## src/rtl/vram_arbiter.sv

```systemverilog
// vram_arbiter: shares the single-port video/charset BRAM between the video fetch
// engine (absolute priority) and the Z80 CPU through a fixed 3-cycle read pipeline.
module vram_arbiter #(
    parameter int ADDR_W  = 10,
    parameter int DATA_W  = 8,
    parameter int STALL_W = 16
) (
    input  logic               clkram,
    input  logic               reset,
    input  logic               vid_req,
    input  logic [ADDR_W-1:0]  vid_addr,
    output logic [DATA_W-1:0]  vid_data,
    output logic               vid_valid,
    input  logic               cpu_req,
    input  logic               cpu_we,
    input  logic [ADDR_W-1:0]  cpu_addr,
    input  logic [DATA_W-1:0]  cpu_wdata,
    output logic [DATA_W-1:0]  cpu_rdata,
    output logic               cpu_ack,
    output logic               cpu_wait,
    output logic [ADDR_W-1:0]  ram_addr,
    output logic               ram_we,
    output logic [DATA_W-1:0]  ram_wdata,
    input  logic [DATA_W-1:0]  ram_rdata,
    output logic [STALL_W-1:0] stall_max
);

    typedef enum logic [1:0] {
        TAG_NONE   = 2'd0,
        TAG_VID    = 2'd1,
        TAG_CPU_RD = 2'd2,
        TAG_CPU_WR = 2'd3
    } tag_t;

    tag_t               tag_grant_s;
    tag_t               tag0_r;
    tag_t               tag1_r;
    logic               grant_vid_s;
    logic               grant_cpu_s;
    logic               cpu_pend_s;
    logic               inflight_r;
    logic [STALL_W-1:0] stall_cnt_r;

    // Grant decode; cpu_req is still high during its ack cycle, so that cycle is not eligible
    always_comb begin
        cpu_pend_s  = cpu_req & ~inflight_r & ~cpu_ack;
        grant_vid_s = vid_req;
        grant_cpu_s = cpu_pend_s & ~vid_req;
        if (grant_vid_s) begin
            tag_grant_s = TAG_VID;
        end else if (grant_cpu_s) begin
            tag_grant_s = cpu_we ? TAG_CPU_WR : TAG_CPU_RD;
        end else begin
            tag_grant_s = TAG_NONE;
        end
    end

    assign cpu_wait = cpu_req & ~cpu_ack;

    // Access pipeline: issue to BRAM, track tag, capture read data and raise strobes
    always_ff @(posedge clkram or posedge reset) begin
        if (reset) begin
            tag0_r     <= TAG_NONE;
            tag1_r     <= TAG_NONE;
            ram_addr   <= {ADDR_W{1'b0}};
            ram_we     <= 1'b0;
            ram_wdata  <= {DATA_W{1'b0}};
            vid_data   <= {DATA_W{1'b0}};
            cpu_rdata  <= {DATA_W{1'b0}};
            vid_valid  <= 1'b0;
            cpu_ack    <= 1'b0;
            inflight_r <= 1'b0;
        end else begin
            tag0_r <= tag_grant_s;
            tag1_r <= tag0_r;
            ram_we <= grant_cpu_s & cpu_we;
            if (grant_vid_s) begin
                ram_addr <= vid_addr;
            end else if (grant_cpu_s) begin
                ram_addr  <= cpu_addr;
                ram_wdata <= cpu_wdata;
            end
            // tag1_r names the access whose BRAM output is on ram_rdata this cycle
            if (tag1_r == TAG_VID) begin
                vid_data <= ram_rdata;
            end
            if (tag1_r == TAG_CPU_RD) begin
                cpu_rdata <= ram_rdata;
            end
            vid_valid <= (tag1_r == TAG_VID);
            cpu_ack   <= (tag1_r == TAG_CPU_RD) || (tag1_r == TAG_CPU_WR);
            if (grant_cpu_s) begin
                inflight_r <= 1'b1;
            end else if ((tag1_r == TAG_CPU_RD) || (tag1_r == TAG_CPU_WR)) begin
                inflight_r <= 1'b0;
            end
        end
    end

    // CPU stall measurement: current wait length and the worst seen since reset
    always_ff @(posedge clkram or posedge reset) begin
        if (reset) begin
            stall_cnt_r <= {STALL_W{1'b0}};
            stall_max   <= {STALL_W{1'b0}};
        end else if (grant_cpu_s) begin
            stall_cnt_r <= {STALL_W{1'b0}};
            if (stall_cnt_r > stall_max) begin
                stall_max <= stall_cnt_r;
            end
        end else if (cpu_pend_s && (stall_cnt_r != {STALL_W{1'b1}})) begin
            stall_cnt_r <= stall_cnt_r + {{(STALL_W-1){1'b0}}, 1'b1};
        end
    end

endmodule

```

## config.mk

```make
export PLATFORM = sky130hd
export DESIGN_NAME = vram_arbiter
export DESIGN_NICKNAME = d
export VERILOG_FILES = /design/src/rtl/vram_arbiter.sv
export SDC_FILE = /design/constraint.sdc
export NUM_CORES = 1
export LEC_CHECK = 0
export CORE_UTILIZATION = 44
export CTS_CLUSTER_SIZE = 8
export DETAILED_ROUTE_END_ITERATION = 8
export GPL_ROUTABILITY_DRIVEN = 0
export PLACE_DENSITY = 0.78
export SLEW_MARGIN = 10
export SYNTH_ARGS = -nofsm -noshare
export SYNTH_HDL_FRONTEND = slang
export SYNTH_SLANG_ARGS = --single-unit
```

## constraint.sdc

```tcl
create_clock -name clkram -period 2.3 [get_ports clkram]
set_clock_uncertainty 0.1 [all_clocks]
set_input_delay 0.46 -clock clkram [delete_from_list [all_inputs] [get_ports clkram]]
set_output_delay 0.46 -clock clkram [all_outputs]
set_load 0.005 [all_outputs]
```

== Word level (Yosys, flattened, before mapping) ==
Index checks and enable logic that the tools add are counted.
W data, S select, Z words.

* Add/sub/neg operators: 1
* Order comparisons: 1
* Equality and inequality tests: 4
* Muxes and demuxes: 9
* Bitwise operators: 8
* Reductions and logical operators: 7

{| class="wikitable"
|+ Operator list
! operator !! count
|-
| $mux W16 || 2
|-
| $mux W10 || 2
|-
| $add A16 B1 Y16 const B || 1
|-
| $gt A16 B16 Y1 || 1
|-
| $ne A16 B16 Y1 const B || 1
|-
| $reduce_bool A2 Y1 || 3
|-
| $and A1 B1 Y1 || 5
|-
| $eq A2 B2 Y1 const B || 2
|-
| $mux W2 || 2
|-
| $reduce_and A2 Y1 || 2
|-
| $mux W1 || 3
|-
| $not A1 Y1 || 3
|-
| $eq A2 B1 Y1 const B || 1
|-
| $logic_and A1 B1 Y1 || 1
|-
| $logic_or A1 B1 Y1 || 1
|}

* Register bits after elaboration: 74
* Output and inout bits: 54
* Word-level logic and storage cells: 42

== Longest topological paths before layout ==
* Depth after elaboration: 6
* Mapped depth: 8
* Mapped depth without buffers: 7

== Worst setup path after synthesis ==
Ideal clock, no wire load.

* Path kind: register -> register
* From: register stall_cnt_r[15]
* To: register stall_max[0]
* Setup time: 0.125 ns
* Arrival time: 2.045 ns
* Required time: 2.075 ns
* Setup slack: 0.030 ns
* Stages on the path, launching flop included: 8
* Path buffers: 1
* Cell sequence: dfrtp_1 ha_1 nand4_2 or4_1 nand2_2 a31oi_4 buf_6 mux2_4

* Cells in the longest elaborated chain, start to end: 2

{| class="wikitable"
|+ Ends and longest elaborated chain
! element !! line !! source
|-
| start: declaration || 42 || <nowiki>logic [STALL_W-1:0] stall_cnt_r;</nowiki>
|-
| start signal: assignment || 103 || <nowiki>stall_cnt_r <= {STALL_W{1'b0}};</nowiki>
|-
| start signal: assignment || 106 || <nowiki>stall_cnt_r <= {STALL_W{1'b0}};</nowiki>
|-
| start signal: assignment || 111 || <nowiki>stall_cnt_r <= stall_cnt_r + {{(STALL_W-1){1'b0}}, 1'b1};</nowiki>
|-
| $gt A16 B16 Y1 || 107 || <nowiki>if (stall_cnt_r > stall_max) begin</nowiki>
|-
| $reduce_and A2 Y1 (no source line) || -- ||
|-
| end signal: assignment || 104 || <nowiki>stall_max <= {STALL_W{1'b0}};</nowiki>
|-
| end signal: assignment || 108 || <nowiki>stall_max <= stall_cnt_r;</nowiki>
|-
| end: declaration || 25 || <nowiki>output logic [STALL_W-1:0] stall_max</nowiki>
|}

No other way between the ends.
A chain may end at the register's enable or synchronous reset.

== Final worst setup path ==
* From: register stall_max[7]
* To: register stall_max[2]

* Cells in the longest elaborated chain, start to end: 2

{| class="wikitable"
|+ Ends and longest elaborated chain
! element !! line
|-
| $gt A16 B16 Y1 || 107
|-
| $reduce_and A2 Y1 (no source line) || --
|}

No other way between the ends.

==> results list <==
* Number of input and output port buffers inserted: 94
- Register bit total from synthesis: 74
- Leaving out filler cells and counting taps, the final layout contains 536.
* Root buffer cell: sky130_fd_sc_hd__clkbuf_8
* Number of instances in the synthesized netlist: 296
- Dividing total power by cell area gives a power density of 788 mW/mm^2.
- TritonCTS Buffers: 9
- For this run, the register share of the synthesized area comes to 0.529.
* Post-synthesis cell type with the largest combined area: sky130_fd_sc_hd__dfrtp_1
* Chip Height: 91.2 microns
- Post-route ant nets: 0
- Number of levels in the clock H-tree: 3
- The filler cells instantiated in the layout total 587.
* Source-to-sink clock delay at the later pin of the worst-skew pair: 0.35 ns
- In this run the worst path has a maximum fanout of 4.
* Final Slew Violations: 0
- The flow ran to the end, but the final reports show violations.
- Average cell area after synthesis: 11.8 sq um
- Synthesized cell area: 0.00350 sq mm
- Count of unique library cells instantiated by Yosys: 38
- Maximum number of pins on one net before global-route repair: 40
- For this run, the share of the core covered by cells in the final layout is 0.672.
- The critical path is of the reg -> reg type.
* Worst slack at placement: -0.0453 ns
* First-pass GRT wire length: 13400 microns
* Sum of internal, switching and leakage power: 4.09 mW
* Max frequency: 432 MHz
- Antenna violations before repair: 0
- The routed design has 8340 microns of wire.
* Number of antenna cells inserted: 0
- During synthesis, Yosys emitted a total of 0 warnings.
* Async set or reset register ratio after synthesis: 1.00
- The detailed router finished its first iteration with 96 violations.
* Die Wd: 91.2 microns
- RSZ-0062 raised after global routing: yes
- In this run the deepest clock path goes through 2 buffers.
- Final hold violations: 0
- In this run the cell area measured after placement is 0.00481 sq mm.
* Detailed-route wire length per cell: 15.6 microns
* Pin slew with the least headroom to its limit: 0.749 ns
- Subtracting the final worst setup slack from the clock period gives 2.31 ns.
* Main synth FF type: sky130_fd_sc_hd__dfrtp_1
* Number of max-cap violations: 0
- Classification of the worst-slack hold path: reg -> reg
- Failing checks: setup timing
- In this run the static leakage power is 2.22 nW.
* Count of flip-flops with a built-in enable after synthesis: 0
- Leading cell types by total area after synthesis: sky130_fd_sc_hd__dfrtp_1, sky130_fd_sc_hd__mux2_2, sky130_fd_sc_hd__ha_1, sky130_fd_sc_hd__mux2_4, sky130_fd_sc_hd__xnor2_1
- Setup slack on the critical path of the routed design comes to -0.0134 ns.
* Critical path data arrival time: 2.45 ns
- Across the VDD grid, the largest voltage drop is 577 uV.
- Final cycle utilization of the critical path: 1.01
- CTS sink count: 74
* Area of the core: 0.00773 sq mm
- Remaining Overflow, GRT: 0
- The number of nets handed over by synthesis was 354.
* Initial core utilization: 0.453
* Area of the die: 0.00831 sq mm
- Dividing the detail-routed via count by the number of cells gives 5.12.
- In the final layout, the share of cells above drive strength 1 is 0.260.
- Number of vias after detailed routing: 2743
* First-pass iteration count of the detailed router: 7
- Clock-pin slew reported for the worst setup and hold paths after clock tree synthesis: 0.08 ns
- # nets final: 487
* I/O Pins: 95
* GRT Total Usage: 0.210
- Post-Layout Inst Area: 0.00520 sq mm
* Data required time at the worst endpoint: 2.44 ns
* Vias in the first global route: 2788
- After detailed placement, the design holds a cell count of 515.
- Of the post-synthesis cell area, the dominant cell type holds 0.529.
- TritonCTS built the clock tree.
* Remaining DRCs: 0
- Headroom to the max-slew limit came out at 0.499.
- Setup violations remaining at the end of the flow were counted as 4.
- HPWL Detailed: 5890 microns
- Kind of start point of the critical path: flop
- Row generation in the floorplan step produced 32 rows.
- STA classifies the critical path endpoint as a flop.
- Signed area change from the synthesized netlist to the final layout: 48.5%
## registers in the layout, indices dropped and copies added (netlist names)
name         cells
stall_cnt_r     16
stall_max       16
cpu_ack          1
tag1_r           2
ram_addr        10
cpu_rdata        8
ram_we           1
tag0_r           2
ram_wdata        8
vid_data         8
inflight_r       1
vid_valid        1
## layer usage
metal	GRT usage	share of wire	wire length (microns)
met3	0.0519	0.049	410
met5	0	0	0
met4	0.0860	0.021	171
met2	0.351	0.51	4290
met1	0.260	0.42	3460
## where the power goes
| group | leakage [nW] | internal (mW) | switching [mW] |
|---|---|---|---|
| clock | 0.0889 | 0.503 | 0.503 |
| sequential | 0.946 | 1.57 | 0.165 |
| combinational | 1.19 | 0.855 | 0.493 |
| total | 2.22 | 2.93 | 1.16 |
## final timing paths
path	slack [ns]	cells after the start	end	startpoint
min reg2reg	0.25	0	tag1_r[1]	tag0_r[1]
max in group asynchronous	1.26	3	stall_max[1]	reset
min	0.25	0	tag1_r[1]	tag0_r[1]
max reg2reg	-0.01	8	stall_max[2]	stall_max[7]
min in group asynchronous	0.33	2	cpu_rdata[4]	reset
max	-0.01	8	stall_max[2]	stall_max[7]
## area by class of cell
class | count | area [sq um] | share of cell area
tap | 102 | 128 | 0.0246
multi-input combinational | 192 | 1650 | 0.318
sequential | 74 | 1850 | 0.356
inverter | 21 | 82.6 | 0.0159
timing repair buffer | 131 | 1290 | 0.248
clock buffer | 10 | 128 | 0.0246
clock inverter | 6 | 66.3 | 0.0128
## kinds of logic (layout without fill, tap and decap cells)
kind of cell,Yosys count,after routing,share of synthesized area
buf+inv,30,168,0.0361
mux,51,51,0.170
xor+xnor,13,13,0.0325
simple gates,81,81,0.118
compound gates,30,30,0.0529
fa+ha+maj,17,17,0.0608
flops,74,74,0.529
## cell usage in the layout, fill, tap and decap left out, drive strengths merged, types with 12 or more instances in the layout
master / instances
nor2: 19
o21ai: 12
nand2: 25
clkdlybuf4s50: 94
inv: 21
dfrtp: 74
ha: 17
buf: 36
xnor2: 13
mux2: 40
## metrics by stage
step	hold slack (ns)	TNS, ns
finish	0.249	-0.0363
global route	0.259	-0.823
CTS	0.248	0
detailed placement	0.236	-0.502
global placement	0.234	-0.817
floorplan	0.231	0
## cells in the mapped netlist, types with 2 or more instances
| master | instances |
|---|---|
| sky130_fd_sc_hd__clkbuf_1 | 4 |
| sky130_fd_sc_hd__inv_1 | 21 |
| sky130_fd_sc_hd__mux2i_1 | 11 |
| sky130_fd_sc_hd__dfrtp_1 | 74 |
| sky130_fd_sc_hd__mux2_2 | 31 |
| sky130_fd_sc_hd__nor4b_1 | 2 |
| sky130_fd_sc_hd__ha_1 | 17 |
| sky130_fd_sc_hd__nand2_1 | 24 |
| sky130_fd_sc_hd__mux2_4 | 9 |
| sky130_fd_sc_hd__nor2_1 | 19 |
| sky130_fd_sc_hd__xnor2_1 | 13 |
| sky130_fd_sc_hd__nand4_1 | 6 |
| sky130_fd_sc_hd__o21ai_0 | 12 |
| sky130_fd_sc_hd__nor4_1 | 4 |
| sky130_fd_sc_hd__nand3_1 | 6 |
| sky130_fd_sc_hd__a21oi_1 | 10 |
| sky130_fd_sc_hd__nor3_1 | 6 |
| sky130_fd_sc_hd__nor2b_1 | 2 |
| sky130_fd_sc_hd__buf_2 | 2 |
| sky130_fd_sc_hd__a211oi_1 | 4 |
| sky130_fd_sc_hd__and2_1 | 2 |
## timing repair
item | 4_1_cts | 5_1_grt
resized for setup | 3 | 16
hold buffers | 0 | 0
pin swaps | 2 | 11
buffers inserted | 0 | 4
endpoints found under the setup margin | 15 | 16
gates cloned | 0 | 1
## worst max-delay path: stages, from the launching register on
cell and delay (ns):
sky130_fd_sc_hd__dfrtp_1 0.40, sky130_fd_sc_hd__inv_2 0.06, sky130_fd_sc_hd__ha_4 0.27, sky130_fd_sc_hd__nand4_1 0.19, sky130_fd_sc_hd__nor3_2 0.25, sky130_fd_sc_hd__o31ai_2 0.12, sky130_fd_sc_hd__a31oi_4 0.30, sky130_fd_sc_hd__clkbuf_16 0.22
sky130_fd_sc_hd__mux2_4 0.29
Note: power is estimated with default switching activity, not from simulation.
